### src/rtl/fwd_scoreboard_mux.sv
// Forwarding and load-use hazard unit: tracks in-flight destination tags and
// resolves each ID source operand to the youngest producer or the register file.
module fwd_scoreboard_mux #(
  parameter int DATA_W     = 32,
  parameter int REG_AW     = 5,
  parameter int NUM_SRC    = 2,
  parameter int STAGES     = 3,
  parameter int LOAD_READY = 1,
  parameter int SEL_W      = 2
) (
  input  logic                        clk,
  input  logic                        rst_n,
  input  logic                        issue_valid,
  input  logic [REG_AW-1:0]           issue_dst,
  input  logic                        issue_wen,
  input  logic                        issue_load,
  input  logic                        flush,
  input  logic [NUM_SRC*REG_AW-1:0]   src_addr,
  input  logic [NUM_SRC*DATA_W-1:0]   rf_data,
  input  logic [STAGES*DATA_W-1:0]    stage_data,
  output logic [NUM_SRC*DATA_W-1:0]   fwd_data,
  output logic [NUM_SRC*SEL_W-1:0]    fwd_sel,
  output logic                        stall,
  output logic [15:0]                 stall_cnt
);

  if (STAGES < 1) begin : g_bad_stages
    $error("STAGES must be at least 1");
  end
  if (SEL_W < $clog2(STAGES + 1)) begin : g_bad_sel
    $error("SEL_W too narrow for STAGES+1 select codes");
  end
  if (LOAD_READY > STAGES - 1) begin : g_bad_ready
    $error("LOAD_READY must be <= STAGES-1");
  end

  // Handshake: the ID instruction moves into EX on an edge where
  // issue_valid=1, stall=0 and flush=0; on any other edge a bubble enters EX.
  logic                     take;
  logic [STAGES-1:0]        valid_q, valid_d;
  logic [STAGES-1:0]        wen_q, wen_d;
  logic [STAGES-1:0]        load_q, load_d;
  logic [STAGES*REG_AW-1:0] dst_q, dst_d;
  logic [15:0]              cnt_q, cnt_d;
  logic [NUM_SRC-1:0]       not_ready;

  // Scan oldest to youngest so the youngest match overwrites older ones.
  always_comb begin
    fwd_data  = '0;
    fwd_sel   = '0;
    not_ready = '0;
    for (int i = 0; i < NUM_SRC; i++) begin
      fwd_data[i*DATA_W +: DATA_W] = rf_data[i*DATA_W +: DATA_W];
      for (int k = STAGES - 1; k >= 0; k--) begin
        if (valid_q[k] && wen_q[k] &&
            (dst_q[k*REG_AW +: REG_AW] == src_addr[i*REG_AW +: REG_AW]) &&
            (src_addr[i*REG_AW +: REG_AW] != '0)) begin
          fwd_sel[i*SEL_W +: SEL_W]    = SEL_W'(k + 1);
          fwd_data[i*DATA_W +: DATA_W] = stage_data[k*DATA_W +: DATA_W];
          not_ready[i]                 = load_q[k] && (k < LOAD_READY);
        end
      end
    end
  end

  assign stall = issue_valid & (|not_ready);
  assign take  = issue_valid & ~stall & ~flush;

  always_comb begin
    valid_d = valid_q;
    wen_d   = wen_q;
    load_d  = load_q;
    dst_d   = dst_q;
    cnt_d   = cnt_q;
    valid_d[0]          = take;
    wen_d[0]            = take & issue_wen;
    load_d[0]           = take & issue_load;
    dst_d[0 +: REG_AW]  = issue_dst;
    // Older entries always advance; a stall only affects what enters entry 0.
    for (int k = 1; k < STAGES; k++) begin
      valid_d[k]                 = valid_q[k-1];
      wen_d[k]                   = wen_q[k-1];
      load_d[k]                  = load_q[k-1];
      dst_d[k*REG_AW +: REG_AW]  = dst_q[(k-1)*REG_AW +: REG_AW];
    end
    if (stall && (cnt_q != 16'hFFFF)) begin
      cnt_d = cnt_q + 16'd1;
    end
  end

  always_ff @(posedge clk or negedge rst_n) begin
    if (!rst_n) begin
      valid_q <= '0;
      wen_q   <= '0;
      load_q  <= '0;
      dst_q   <= '0;
      cnt_q   <= '0;
    end else begin
      valid_q <= valid_d;
      wen_q   <= wen_d;
      load_q  <= load_d;
      dst_q   <= dst_d;
      cnt_q   <= cnt_d;
    end
  end

  assign stall_cnt = cnt_q;

endmodule

### config.mk
export PLATFORM = sky130hd
export DESIGN_NAME = fwd_scoreboard_mux
export DESIGN_NICKNAME = d
export VERILOG_FILES = /design/src/rtl/fwd_scoreboard_mux.sv
export SDC_FILE = /design/constraint.sdc
export NUM_CORES = 1
export LEC_CHECK = 0
export ABC_AREA = 1
export CORE_MARGIN = 5
export CORE_UTILIZATION = 30
export DETAILED_ROUTE_END_ITERATION = 7
export PLACE_DENSITY = 0.77
export SYNTH_ARGS = -nofsm -noshare
export SYNTH_HDL_FRONTEND = slang
export SYNTH_SLANG_ARGS = --single-unit
### constraint.sdc
create_clock -name clk -period 2.3 [get_ports clk]
set_clock_uncertainty 0.2 [all_clocks]
set_input_delay 0.575 -clock clk [delete_from_list [all_inputs] [get_ports clk]]
set_output_delay 0.575 -clock clk [all_outputs]
set_load 0.1 [all_outputs]
==> impl_metrics.ini <==
[synthesis]
ys_warn_count = 0
synth_top_area_cell = nand3_1
synth_nets = 1130
syn-instance-count = 948
ys_ff_latch = 38
ys.flop_type = dfrtp_1
synth.top_cells.by_count = nand2_1 (298), nand3_1 (246), inv_1 (187)
synth_area_mm2 = 0.00530
yosysMostFrequentCell = nand2_1
synth_seq_area_share_pct = 17.9
synth_top_area_share_pct = 23.2
yosysUniqueCellTypes = 30
synthArstFlopShare_pct = 100
yosys-top-cells-area = nand3_1 (23%), nand2_1 (21%), dfrtp_1 (18%), inv_1 (13%), nand3_2 (3.8%)
synth-edff-count = 0
syn_area_per_cell_um2 = 5.59

[worst_hold_path]
min_path_type = flop to flop
whs_endpoint = valid_q[2]$_DFF_PN0_
hold_path_depth = 0
min-delay-start = valid_q[1]$_DFF_PN0_

[power]
p_leak_nw = 5.87
p_per_area_mw_per_mm2 = 251
power_frac_seq_pct = 21.7
vdd_drop_max_mv = 0.409
p_clk_share_pct = 23.2
p_int_mw = 1.97
pwr-share-comb_pct = 55.1
power.total_mw = 3.31
switching_share_pct = 40.5
power_switching_mw = 1.34

[critical_path]
regToRegSetupSlack_ps = -50
worstReg2RegEnd = stall_cnt[12]$_DFFE_PN0P_
timing.rr.start = dst_q[1]$_DFF_PN0_
end_kind = output pin
required_ps = 1520
arrival_ps = 2500
setup.worst_path.start = src_addr[5]
worst_setup_path_start_kind = input port
worstSetupPathType = input port to output pin
crit_path_max_fanout = 32
ff2ff_path_depth = 13

[cts]
clockRootBuffer = clkbuf_16
numCtsBuffers = 5
cts_tree = done
clk_latency_ps = 280
htreeDepth = 2
ctsLongestPathBuffers = 2
cts.sinks = 38
path_clk_slew_ps = 60

[die]
dieArea_mm2 = 0.0204
start_util_pct = 30.6
die_width_um = 143
ioPinCount = 266
fp.coreArea_mm2 = 0.0173
rows = 48
die_h_um = 143

[global_route]
gr-usage-all-layers_pct = 32.1
antenna_found_initial = 2
overflow = 0
grt_first_pass_wirelength_um = 50800
grt_max_degree = 39
grt_pass1_vias = 9061

[placed_design]
post-dp-hpwl_um = 18900
port_buffers = 265
post-place-ws_ps = -1210
dp_cells = 1443
gp_congestion = 0.883

[run_status]
outcome = complete, but fails checks
failed_checks = setup timing

[route]
route.detailed.drc = 0
num_vias = 9036
drt_wl_total_um = 41100
drt_iter0_markers = 967
vias_per_cell = 5.91
routedWlPerCell_um = 26.9
drt-pass1-iter-count = 5
detail-route-antenna-nets = 0

[sta]
whs_ps = 174
hold_viol = 0
tightest_slew_ps = 509
max_freq_mhz = 305
fin_crit_sh_pct = 142
rsz0062_at_grt = yes
min_period_ps = 3280
relSlewSlack_pct = 66.0
setup_ws_ps = -977
slew_viol_final = 0
setup_violations = 77

[job]
maxCapViolations = 0

[final_layout]
final_nets = 1482
area_delta_synth_final_pct = 148
fin_cells = 1530
drive_gt1_share_pct = 57.0
==> cell families after synthesis <==
family                     count (synthesis)  synth area share [%]
AOI/OAI and AO/OA                          6                 0.567
xor gates and xnor gates                  31                  5.13
adders and majority gates                  1                 0.236
buffers and inverters                    248                  20.3
DFF                                       38                  17.9
and+or+nand+nor                          624                  55.8
==> worst max-delay path by stage <==
stage / end / slack [ps] / cells after the start
final: fwd_data[53] / -980 / 14
after global placement: fwd_data[33] / -1190 / 12
after CTS: fwd_data[11] / -700 / 14
after detailed placement: fwd_data[33] / -1210 / 14
after floorplan: fwd_data[22] / -420 / 10
after global routing: fwd_data[53] / -1000 / 14
==> flip-flops by register name, summed over array words and instances, names as in the netlist <==
signal	flops
load_q	1
wen_q	3
valid_q	3
stall_cnt	16
dst_q	15
==> power by group through the flow <==
stage / logic [mW] / clock network (mW) / registers, mW
after floorplan: 0.766 / 0 / 0.716
after global placement: 1.50 / 0 / 0.719
after detailed placement: 1.51 / 0 / 0.720
after CTS: 1.67 / 0.775 / 0.711
after global routing: 1.87 / 0.806 / 0.718
final: 1.82 / 0.769 / 0.717
==> cell type report <==
cell class	count	area (um2)
fillers	889	4130
inverters	196	1010
well taps	225	282
diodes	4	10.0
multi-input cells	664	5160
flip-flops and latches	38	965
clock buffers	5	125
repair buffers	395	5580
clock inverters	3	40.0
==> layout by cell type (no fill, tap or decap), drive strengths merged <==
cell	n
a21oi	5
buf	219
bufbuf	2
bufinv	1
clkbuf	9
clkdlybuf4s50	170
clkinv	3
clkinvlp	65
dfrtp	38
diode	4
ha	1
inv	130
nand2	313
nand3	267
nand3b	3
nand4	7
nor2	32
nor3	2
nor3b	1
o21ai	1
or2	1
xnor2	19
xor2	12
==> routing by layer <==
layer	up-vias	wire (um)	global-route usage [%]
met5	-	0	0
met4	0	3940	22.1
met3	345	5290	8.27
met2	861	18200	54.4
met1	4196	13700	35.0
li1	3634	-	-
==> through the flow <==
step	cell area, um2	TNS (ps)	util (%)
after floorplan	5820	-27040	-
after CTS	12500	-43380	72.5
after global placement	9900	-84580	57.2
after detailed placement	9900	-87740	57.2
final	13200	-50160	76.1
after global routing	13200	-53950	76.1
==> repair_timing <==
action,4_1_cts,5_1_grt
hold buffers,0,0
setup buffers,52,9
pin swaps,126,113
cloned,30,4
resized for setup,393,182
endpoints found under the hold margin,0,0
setup endpoints to repair,88,88
==> critical path, cell delays in order <==
cell and delay, ps:
buf_8 110, nor2_4 110, nand2_1 80, nor2_2 150
buf_6 150, nor2_4 50, buf_8 190, nand3_2 120
nand2_2 50, inv_1 160, nand3_2 150, nand2_2 150
clkinvlp_4 190, buf_12 210
Power figures use the tool's default switching activity.
